--- config.mk ---
export PLATFORM = sky130hd
export DESIGN_NAME = uart_tx_periph
export DESIGN_NICKNAME = d
export VERILOG_FILES = /design/src/rtl/uart_defs.sv /design/src/rtl/uart_tx_fifo.sv /design/src/rtl/uart_tx_periph.sv
export SDC_FILE = /design/constraint.sdc
export NUM_CORES = 1
export LEC_CHECK = 0
export CORE_ASPECT_RATIO = 1.2
export CORE_MARGIN = 2
export CORE_UTILIZATION = 54
export CTS_BUF_LIST = sky130_fd_sc_hd__clkbuf_2 sky130_fd_sc_hd__clkbuf_4 sky130_fd_sc_hd__clkbuf_8
export CTS_CLUSTER_SIZE = 25
export DETAILED_ROUTE_END_ITERATION = 8
export PLACE_DENSITY = 0.82
export RECOVER_POWER = 100
export SLEW_MARGIN = 25
export SYNTH_ARGS = -nofsm -noshare
export SYNTH_HDL_FRONTEND = slang
export SYNTH_SLANG_ARGS = --single-unit
--- constraint.sdc ---
create_clock -name clk -period 3.48 [get_ports clk]
set_clock_uncertainty 0.05 [all_clocks]
set_input_delay 0.348 -clock clk [delete_from_list [all_inputs] [get_ports clk]]
set_output_delay 0.348 -clock clk [all_outputs]
set_load 0.01 [all_outputs]
--- src/rtl/uart_defs.sv ---
// Shared definitions for the memory-mapped UART transmitter:
// register offsets, STATUS bit positions, FSM encoding, DIVISOR width.
package uart_defs;

    // Register offsets, decoded from addr_i[3:2]
    localparam logic [1:0] REG_TXDATA  = 2'd0;
    localparam logic [1:0] REG_STATUS  = 2'd1;
    localparam logic [1:0] REG_DIVISOR = 2'd2;

    // STATUS register bit positions
    localparam int ST_FULL    = 0;
    localparam int ST_EMPTY   = 1;
    localparam int ST_BUSY    = 2;
    localparam int ST_OVF     = 3;
    localparam int ST_CNT_LSB = 4;

    // DIVISOR register width
    localparam int DIV_W = 16;

    // Transmit FSM encoding (PARITY is only reachable with UART_TX_PARITY_EN)
    typedef enum logic [2:0] {
        S_IDLE   = 3'd0,
        S_START  = 3'd1,
        S_DATA   = 3'd2,
        S_PARITY = 3'd3,
        S_STOP   = 3'd4
    } tx_state_e;

    // A stored divisor of 0 behaves as 1 so a bit always lasts at least one cycle
    function automatic logic [DIV_W-1:0] eff_div(input logic [DIV_W-1:0] d);
        return (d == '0) ? DIV_W'(1) : d;
    endfunction

endpackage

--- src/rtl/uart_tx_fifo.sv ---
// Synchronous byte FIFO for the UART transmitter. Pointers carry one extra
// wrap bit so full and empty are told apart without a separate counter.
// A push while full is ignored, even when a pop happens on the same edge.
module uart_tx_fifo #(
    parameter int DEPTH = 8
) (
    input  logic                     clk,
    input  logic                     rst,
    input  logic                     push_i,
    input  logic [7:0]               wdata_i,
    input  logic                     pop_i,
    output logic [7:0]               rdata_o,
    output logic                     full_o,
    output logic                     empty_o,
    output logic [$clog2(DEPTH):0]   count_o
);

    localparam int AW = $clog2(DEPTH);

    logic [7:0]  mem_q [DEPTH];
    logic [AW:0] wr_ptr_q, wr_ptr_d;
    logic [AW:0] rd_ptr_q, rd_ptr_d;
    logic        do_push;
    logic        do_pop;

    assign empty_o = (wr_ptr_q == rd_ptr_q);
    assign full_o  = (wr_ptr_q[AW] != rd_ptr_q[AW]) &&
                     (wr_ptr_q[AW-1:0] == rd_ptr_q[AW-1:0]);
    assign count_o = wr_ptr_q - rd_ptr_q;
    assign rdata_o = mem_q[rd_ptr_q[AW-1:0]];

    assign do_push = push_i && !full_o;
    assign do_pop  = pop_i && !empty_o;

    // Pointer advance
    always_comb begin
        wr_ptr_d = wr_ptr_q + (AW+1)'(do_push);
        rd_ptr_d = rd_ptr_q + (AW+1)'(do_pop);
    end

    // Pointer registers, cleared by reset so queued data is discarded
    always_ff @(posedge clk or negedge rst) begin
        if (!rst) begin
            wr_ptr_q <= '0;
            rd_ptr_q <= '0;
        end else begin
            wr_ptr_q <= wr_ptr_d;
            rd_ptr_q <= rd_ptr_d;
        end
    end

    // Storage write; contents need no reset because the pointers gate them
    always_ff @(posedge clk) begin
        if (do_push) begin
            mem_q[wr_ptr_q[AW-1:0]] <= wdata_i;
        end
    end

endmodule

--- src/rtl/uart_tx_periph.sv ---
// Memory-mapped UART transmitter: bus decode, STATUS/DIVISOR registers,
// FIFO, and the 8N1 serializer. Defining UART_TX_PARITY_EN adds an even
// parity bit after the data bits (11-bit frame).
module uart_tx_periph
    import uart_defs::*;
#(
    parameter int CLK_DIV    = 434,
    parameter int FIFO_DEPTH = 8
) (
    input  logic        clk,
    input  logic        rst,
    input  logic        ce_i,
    input  logic        we_i,
    input  logic [31:0] addr_i,
    input  logic [3:0]  sel_i,
    input  logic [31:0] data_i,
    output logic [31:0] data_o,
    output logic        txd_o,
    output logic        int_o
);

    localparam int CW = $clog2(FIFO_DEPTH) + 1;

    // Bus decode
    logic wr_txdata, wr_div, rd_status;
    assign wr_txdata = ce_i &&  we_i && (addr_i[3:2] == REG_TXDATA);
    assign wr_div    = ce_i &&  we_i && (addr_i[3:2] == REG_DIVISOR);
    assign rd_status = ce_i && !we_i && (addr_i[3:2] == REG_STATUS);

    // Unused address/lane bits gathered in one place
    logic unused_bits;
    assign unused_bits = ^{addr_i[31:4], addr_i[1:0], sel_i[3:2], data_i[31:16]};

    // FIFO
    logic          fifo_full, fifo_empty, fifo_pop;
    logic [7:0]    fifo_rdata;
    logic [CW-1:0] fifo_count;

    uart_tx_fifo #(.DEPTH(FIFO_DEPTH)) u_fifo (
        .clk     (clk),
        .rst     (rst),
        .push_i  (wr_txdata),
        .wdata_i (data_i[7:0]),
        .pop_i   (fifo_pop),
        .rdata_o (fifo_rdata),
        .full_o  (fifo_full),
        .empty_o (fifo_empty),
        .count_o (fifo_count)
    );

    // State
    tx_state_e        state_q, state_d;
    logic [DIV_W-1:0] bit_cnt_q, bit_cnt_d;
    logic [2:0]       bit_idx_q, bit_idx_d;
    logic [7:0]       shift_q, shift_d;
    logic [DIV_W-1:0] div_q, div_d;
    logic             ovf_q, ovf_d;
    logic             txd_q, txd_d;
    logic             int_q, int_d;
`ifdef UART_TX_PARITY_EN
    logic             parity_q, parity_d;
`endif

    logic [DIV_W-1:0] div_eff;
    logic             bit_done;
    assign div_eff  = eff_div(div_q);
    assign bit_done = (bit_cnt_q <= DIV_W'(1));

    // Transmit FSM: next state, bit counter, bit index, shifter and FIFO pop
    always_comb begin
        state_d   = state_q;
        bit_cnt_d = bit_cnt_q;
        bit_idx_d = bit_idx_q;
        shift_d   = shift_q;
        fifo_pop  = 1'b0;
`ifdef UART_TX_PARITY_EN
        parity_d  = parity_q;
`endif
        case (state_q)
            S_IDLE: begin
                if (!fifo_empty) begin
                    fifo_pop  = 1'b1;
                    shift_d   = fifo_rdata;
                    bit_cnt_d = div_eff;
                    state_d   = S_START;
`ifdef UART_TX_PARITY_EN
                    parity_d  = ^fifo_rdata;
`endif
                end
            end
            S_START: begin
                if (bit_done) begin
                    bit_cnt_d = div_eff;
                    bit_idx_d = 3'd0;
                    state_d   = S_DATA;
                end else begin
                    bit_cnt_d = bit_cnt_q - DIV_W'(1);
                end
            end
            S_DATA: begin
                if (bit_done) begin
                    bit_cnt_d = div_eff;
                    shift_d   = {1'b0, shift_q[7:1]};
                    if (bit_idx_q == 3'd7) begin
`ifdef UART_TX_PARITY_EN
                        state_d = S_PARITY;
`else
                        state_d = S_STOP;
`endif
                    end else begin
                        bit_idx_d = bit_idx_q + 3'd1;
                    end
                end else begin
                    bit_cnt_d = bit_cnt_q - DIV_W'(1);
                end
            end
`ifdef UART_TX_PARITY_EN
            S_PARITY: begin
                if (bit_done) begin
                    bit_cnt_d = div_eff;
                    state_d   = S_STOP;
                end else begin
                    bit_cnt_d = bit_cnt_q - DIV_W'(1);
                end
            end
`endif
            S_STOP: begin
                if (bit_done) begin
                    state_d = S_IDLE;
                end else begin
                    bit_cnt_d = bit_cnt_q - DIV_W'(1);
                end
            end
            default: state_d = S_IDLE;
        endcase
    end

    // Registered outputs: line level follows the current state, interrupt
    // reports an empty FIFO with an idle shifter
    always_comb begin
        txd_d = 1'b1;
        case (state_q)
            S_START:  txd_d = 1'b0;
            S_DATA:   txd_d = shift_q[0];
`ifdef UART_TX_PARITY_EN
            S_PARITY: txd_d = parity_q;
`endif
            default:  txd_d = 1'b1;
        endcase
        int_d = fifo_empty && (state_q == S_IDLE);
    end

    // Register updates: DIVISOR byte lanes and sticky overflow (set beats clear)
    always_comb begin
        div_d = div_q;
        if (wr_div && sel_i[0]) div_d[7:0]  = data_i[7:0];
        if (wr_div && sel_i[1]) div_d[15:8] = data_i[15:8];
        ovf_d = ovf_q;
        if (wr_txdata && fifo_full) ovf_d = 1'b1;
        else if (rd_status)         ovf_d = 1'b0;
    end

    // State registers, asynchronously reset
    always_ff @(posedge clk or negedge rst) begin
        if (!rst) begin
            state_q   <= S_IDLE;
            bit_cnt_q <= '0;
            bit_idx_q <= '0;
            shift_q   <= '0;
            div_q     <= DIV_W'(CLK_DIV);
            ovf_q     <= 1'b0;
            txd_q     <= 1'b1;
            int_q     <= 1'b1;
`ifdef UART_TX_PARITY_EN
            parity_q  <= 1'b0;
`endif
        end else begin
            state_q   <= state_d;
            bit_cnt_q <= bit_cnt_d;
            bit_idx_q <= bit_idx_d;
            shift_q   <= shift_d;
            div_q     <= div_d;
            ovf_q     <= ovf_d;
            txd_q     <= txd_d;
            int_q     <= int_d;
`ifdef UART_TX_PARITY_EN
            parity_q  <= parity_d;
`endif
        end
    end

    assign txd_o = txd_q;
    assign int_o = int_q;

    // STATUS word; count field saturates at 15 for deeper FIFOs
    logic [31:0] status_w;
    logic [31:0] count_ext;
    always_comb begin
        count_ext                       = 32'(fifo_count);
        status_w                        = '0;
        status_w[ST_FULL]               = fifo_full;
        status_w[ST_EMPTY]              = fifo_empty;
        status_w[ST_BUSY]               = (state_q != S_IDLE);
        status_w[ST_OVF]                = ovf_q;
        status_w[ST_CNT_LSB+3:ST_CNT_LSB] = (count_ext > 32'd15) ? 4'hF : count_ext[3:0];
    end

    // Combinational read mux, zero when not selected
    always_comb begin
        data_o = '0;
        if (ce_i) begin
            case (addr_i[3:2])
                REG_STATUS:  data_o = status_w;
                REG_DIVISOR: data_o = {16'h0, div_q};
                default:     data_o = '0;
            endcase
        end
    end

endmodule

==> results.yml, run 1 <==
die:
  dieWidth_um: 98.17
  ios: 106
  fp.dieH_um: 117.0
  design.die.area_um2: 11490
  rows: 41
  start_util: 0.5491
  core_area_um2: 10470
clocking:
  clockBufferDepth: 2
  post_cts_buffers: 0
  cts-root-buf: "clkbuf_8"
  cts_inserted_buffers: 17
  cts_tree: "done"
  clock-sinks: 121
  cts_max_level: 4
  clkLatencyLatePin_ps: 430
  clkTransAtPathRegs_ps: 80
placed_design:
  placedCellCount: 627
  port_buffers: 41
  gp_congestion: 0.8345
  post-dp-hpwl_mm: 8.224
finish:
  layoutNonFillerInstCount: 660
  n_antenna_cell: 0
  layout.nets: 605
  mostFrequentLayoutCells: "edfxtp_1, nand2_1, dfrtp_1"
  area_delta_synth_final_pct: 15.52
  drive_gt1_frac: 0.1563
  final_common_cell: "edfxtp_1"
  fin_util: 0.6344
min_path:
  hold_depth: 2
  hold_class: "reg -> reg"
global_route:
  antenna_found_initial: 0
  grt_start_max_net_pins: 37
  grt_usage: 0.2151
  first_global_vias: 3841
  grt_pass1_wl_mm: 18.98
  overflow: 0
run_status:
  violations: "max-capacitance violations, max-slew violations"
  status: "finished, violations left"
synth:
  ys.flop_type: "edfxtp_1"
  synth_seq_cells: 121
  synthArstFlopShare: 0.4711
  syn_avg_cell_area_um2: 12.41
  syn_area_um2: 5747
  synth-seq-area-share: 0.5841
  ys_types: 54
  ys_warn_count: 0
  synth_edf_count: 64
  synthCells: 463
power_and_ir_drop:
  ir_worst_vdd_mv: 0.4864
  cellPowerDensity_nw_per_um2: 665.5
  p_leak_uw: 0.002692
detailed_routing:
  vias: 3862
  routed_wirelength_mm: 11.73
  routedWlPerCell_um: 17.77
  postRouteAntennaNets: 0
  drc: 0
  detailedRoute.firstPassIterationCount: 5
  dr.first_iter.drc_count: 281
  drt-vias-per-instance: 5.852
sta:
  fin_crit_ps: 3154
  fin_setup_tns_ps: 0
  setup_viol: 0
  rsz0062_at_grt: "false"
  max_slew_margin: -0.3679
  worst_slew_pin_slew_ps: 2052
  hold_viol: 0
  slew_viol_final: 37
  min_period_over_period: 0.9064
  clock.fmax_ghz: 0.3170
setup_path:
  r2r_setup_slack_ps: 350
  cp-start-kind: "flip-flop"
  cp_max_fo: 11
  worstPathArrival_ps: 2760
  cp_data_required_time_ps: 3080
  crit_path_end: "data_o[7]"
  end_kind: "output port"
  r2r_cells: 7
  path_class: "reg -> out"
  setup.worst_path.start: "u_fifo.rd_ptr_q[2]$_DFF_PN0_"
  crit-reg2reg-capture: "bit_cnt_q[1]$_DFFE_PN0P_"
  r2r-start: "bit_cnt_q[8]$_DFFE_PN0P_"
run:
  max-cap-violations: 1
routing by layer:
| layer | part of all wire | GRT usage | up-vias |
|---|---|---|---|
| met4 | 0.021 | 0.08676 | 0 |
| met3 | 0.033 | 0.04929 | 30 |
| met1 | 0.41 | 0.2585 | 1932 |
| met5 | 0 | 0 | - |
| li1 | - | - | 1805 |
| met2 | 0.54 | 0.3808 | 95 |
critical path, cell delays in order (launching register included):
cell	delay, ps
dfrtp_1	580
clkinv_1	170
ha_1	380
a21oi_1	220
xnor2_1	140
a22oi_1	80
nor2_1	130
dlygate4sd3_1	620
through the flow:
stage	worst slack, ps	hold slack (ps)	total power (uW)	cell area (um2)
2_1_floorplan	571.2	2.409	2853	5803
3_5_place_dp	578.0	418.6	3195	6275
3_3_place_gp	727.6	412.6	3114	6275
4_1_cts	355.3	436.5	4450	6685
5_1_grt	165.7	456.0	4673	6639
6_report	325.7	435.1	4418	6639
worst min path at each step:
stage / slack, ps / from / to
2_1_floorplan: 2 / rst / bit_cnt_q[0]$_DFFE_PN0P_
3_3_place_gp: 410 / shift_q[1]$_DFFE_PN0P_ / shift_q[1]$_DFFE_PN0P_
3_5_place_dp: 420 / shift_q[0]$_DFFE_PN0P_ / shift_q[0]$_DFFE_PN0P_
4_1_cts: 440 / shift_q[0]$_DFFE_PN0P_ / shift_q[0]$_DFFE_PN0P_
5_1_grt: 460 / u_fifo.rd_ptr_q[3]$_DFF_PN0_ / u_fifo.rd_ptr_q[3]$_DFF_PN0_
6_report: 440 / shift_q[0]$_DFFE_PN0P_ / shift_q[0]$_DFFE_PN0P_
layout make-up:
| cell class | count | area [um2] |
|---|---|---|
| repair buffers | 59 | 500.5 |
| clock buffers | 17 | 234.0 |
| multi-input cells | 306 | 2171 |
| flip-flops and latches | 121 | 3357 |
| inverters | 13 | 48.80 |
| clock inverters | 15 | 166.4 |
| well taps | 129 | 161.4 |
| fillers | 790 | 3826 |
state kept, by name (all words and copies together) (netlist names):
register and cells:
bit_cnt_q 16, bit_idx_q 3, txd_o 1, u_fifo.mem_q 64, int_o 1, div_q 16
u_fifo.wr_ptr_q 4, shift_q 8, u_fifo.rd_ptr_q 4, ovf_q 1, state_q 3
cells by family after synthesis:
logic type                 count (synthesis)  share of synthesized area
buffers and inverters                     51                    0.04725
DFF                                      121                     0.5841
AOI/OAI and AO/OA                         75                    0.08535
muxes                                     39                     0.1062
and+or+nand+nor                          154                     0.1317
adders and majority gates                 15                    0.03397
xor gates and xnor gates                   7                    0.01067
other                                      1                  0.0006525
cell usage after synthesis (7+ instances only):
| master | count | area [um2] |
|---|---|---|
| mux2_2 | 16 | 180.2 |
| nand2_1 | 51 | 191.4 |
| and3_1 | 9 | 56.30 |
| mux4_2 | 16 | 360.4 |
| nor3_1 | 12 | 60.06 |
| o21ai_0 | 18 | 90.09 |
| a22oi_1 | 11 | 82.58 |
| buf_4 | 16 | 120.1 |
| edfxtp_1 | 64 | 1922 |
| dfstp_2 | 7 | 183.9 |
| clkbuf_1 | 13 | 48.80 |
| nand4_1 | 8 | 50.05 |
| ha_1 | 14 | 175.2 |
| nor2_1 | 26 | 97.59 |
| nand3_1 | 19 | 95.09 |
| inv_1 | 12 | 45.04 |
| dfrtp_1 | 50 | 1251 |
| mux2i_1 | 7 | 70.07 |
| a21oi_1 | 23 | 115.1 |
what timing repair did:
item | CTS | global route
gates resized for setup | 0 | 0
hold buffers | 1 | 0
hold endpoints to repair | 32 | 0
report_power, final:
part | switching, uW | internal [uW]
clock network | 609 | 647
logic | 587 | 564
registers | 259 | 1750
total | 1460 | 2960
Power figures use the tool's default switching activity.
==> run 2: changes to the inputs <==
--- a/config.mk
+++ b/config.mk
@@ -13,7 +13,8 @@
 export DETAILED_ROUTE_END_ITERATION = 8
 export PLACE_DENSITY = 0.82
 export RECOVER_POWER = 100
-export SLEW_MARGIN = 25
+export REMOVE_ABC_BUFFERS = 1
+export SLEW_MARGIN = 30
 export SYNTH_ARGS = -nofsm -noshare
 export SYNTH_HDL_FRONTEND = slang
 export SYNTH_SLANG_ARGS = --single-unit
==> run 2 against run 1 <==
Compared with the run above:
- the flow now finishes without violations
- global-route usage increased by 0.94 points
- maximum frequency is 4.0% lower
- via count down 0.26%
- critical path depth unchanged
- flip-flop and latch count stayed put
- highest routed layer unchanged
==> results.yml, run 2 (synthesized netlist as in run 1, its figures left out) <==
power_and_ir_drop:
  power_frac_seq: 0.448
  ir_worst_vdd_mv: 0.4758
  p_sw_uw: 1446
  p_int_uw: 3047
  p_sw_frac: 0.3219
  cellPowerDensity_nw_per_um2: 674.3
  clockPowerShare: 0.292
  finalPower_uw: 4493
  p_comb_frac: 0.260
  p_leak_uw: 0.002696
finish:
  fill_cells: 785
  largest_reg_flops: 64
  area_delta_synth_final_pct: 15.94
  stdcell_area_um2: 6663
  layout.nets: 606
  final_common_cell: "edfxtp_1"
  multi_input_area_um2: 2171
  drive_gt1_frac: 0.1560
  layoutNonFillerInstCount: 661
  mostFrequentLayoutCells: "edfxtp_1, nand2_1, dfrtp_1"
  n_antenna_cell: 0
  ff_latch_area_um2: 3357
setup_path:
  crit_chain: "clkinv_1 > ha_1 > a21oi_1 > xnor2_1 > a22oi_1 > nor2_1 > dlygate4sd3_1"
  end_kind: "output port"
  worst-path-buf-inv: 2
  r2r_cells: 7
  crit-reg2reg-capture: "bit_cnt_q[1]$_DFFE_PN0P_"
  cp_data_required_time_ps: 3080
  cp-start-kind: "flip-flop"
  r2r-start: "bit_cnt_q[8]$_DFFE_PN0P_"
  r2r_setup_slack_ps: 320
  cpMaxStageDelayCell: "dlygate4sd3_1"
  crit_family: "buffers and inverters"
  worstPathArrival_ps: 2890
  path_class: "reg -> out"
  cpPeakStageDelay_ps: 630
  cp_max_fo: 11
clocking:
  clock-sinks: 121
  clkLatencyLatePin_ps: 450
  cts_inserted_buffers: 17
  post_cts_resized: 0
  clockBufferDepth: 2
  cts-root-buf: "clkbuf_8"
  cts_tree: "done"
  cts_max_level: 4
  clkTransAtPathRegs_ps: 70
min_path:
  hp-start: "shift_q[0]$_DFFE_PN0P_"
  hold_depth: 2
  hold_class: "reg -> reg"
  hold_end: "shift_q[0]$_DFFE_PN0P_"
global_route:
  overflow: 0
  grt_start_max_net_pins: 34
  grt_usage: 0.2245
  antenna_found_initial: 0
  grt_pass1_wl_mm: 19.64
  first_global_vias: 3883
sta:
  fin_setup_tns_ps: 0
  min_period_over_period: 0.9444
  setup_viol: 0
  worst_slew_pin_slew_ps: 1343
  slew_viol_final: 0
  layout_setup_ws_ps: 193.4
  hold_viol: 0
  fin_crit_ps: 3287
  rsz0062_at_grt: "false"
  max_slew_margin: 0.1046
  clock.fmax_ghz: 0.3043
placed_design:
  post-dp-hpwl_mm: 8.094
  placedCellCount: 628
  dpl_worst_slack_ps: 601.0
  placed_cell_area_um2: 6282
  port_buffers: 41
  gp_congestion: 0.8548
die:
  start_util: 0.5491
  fp.dieH_um: 117.0
  rows: 41
  dieWidth_um: 98.17
  core_area_um2: 10470
  design.die.area_um2: 11490
  ios: 106
detailed_routing:
  drc: 0
  routedWlPerCell_um: 18.14
  postRouteAntennaNets: 0
  drt-vias-per-instance: 5.828
  vias: 3852
  dr.first_iter.drc_count: 319
  detailedRoute.firstPassIterationCount: 7
  routed_wirelength_mm: 11.99
run:
  max-cap-violations: 0
run_status:
  status: "completed"
[run 2: worst max-delay path by stage]
stage / end / cells past startpoint / from
after global placement: bit_cnt_q[7]$_DFFE_PN0P_ / 7 / u_fifo.rd_ptr_q[2]$_DFF_PN0_
after floorplan: bit_cnt_q[7]$_DFFE_PN0P_ / 6 / bit_cnt_q[8]$_DFFE_PN0P_
after detailed placement: bit_cnt_q[7]$_DFFE_PN0P_ / 7 / u_fifo.rd_ptr_q[2]$_DFF_PN0_
after global routing: data_o[1] / 7 / u_fifo.rd_ptr_q[2]$_DFF_PN0_
final: data_o[7] / 7 / u_fifo.rd_ptr_q[2]$_DFF_PN0_
after CTS: data_o[7] / 7 / u_fifo.rd_ptr_q[2]$_DFF_PN0_
[run 2: per-stage QoR]
step / hold WS [ps] / util
floorplan: 2.409 / -
global placement: 309.4 / 0.6003
detailed placement: 319.1 / 0.6003
CTS: 370.1 / 0.6412
global route: 459.9 / 0.6367
finish: 429.1 / 0.6367
[run 2: what timing repair did]
action | in CTS | in global routing
hold buffers | 1 | 0
endpoints found under the hold margin | 20 | 0
setup endpoints to repair | 0 | 0
setup buffers | 0 | 0
[run 2: per-layer routing]
layer | up-vias | global-route usage | share of wire
met1 | 1925 | 0.2772 | 0.40
li1 | 1807 | - | -
met5 | - | 0 | 0
met3 | 10 | 0.05463 | 0.047
met4 | 0 | 0.08219 | 0.011
met2 | 110 | 0.3909 | 0.54
[run 2: final cells by class]
| cell class | count | share of cell area |
|---|---|---|
| flip-flops and latches | 121 | 0.5038 |
| multi-input cells | 306 | 0.3258 |
| repair buffers | 60 | 0.07606 |
| clock buffers | 19 | 0.03737 |
| clock inverters | 13 | 0.02535 |
| well taps | 129 | 0.02423 |
| inverters | 13 | 0.007324 |
[run 2: power groups by stage]
| stage | Clock, uW | Combinational, uW | Sequential, uW |
|---|---|---|---|
| floorplan | 0 | 808 | 2010 |
| global route | 1410 | 1310 | 2050 |
| CTS | 1330 | 1190 | 2010 |
| detailed placement | 0 | 1160 | 2030 |
| global placement | 0 | 1110 | 2010 |
| finish | 1310 | 1170 | 2010 |
[run 2: tightest hold or removal path, stage by stage, from the launching register on]
cell and delay, ps:
dfrtp_1 340, nand2_1 40, o21ai_0 60
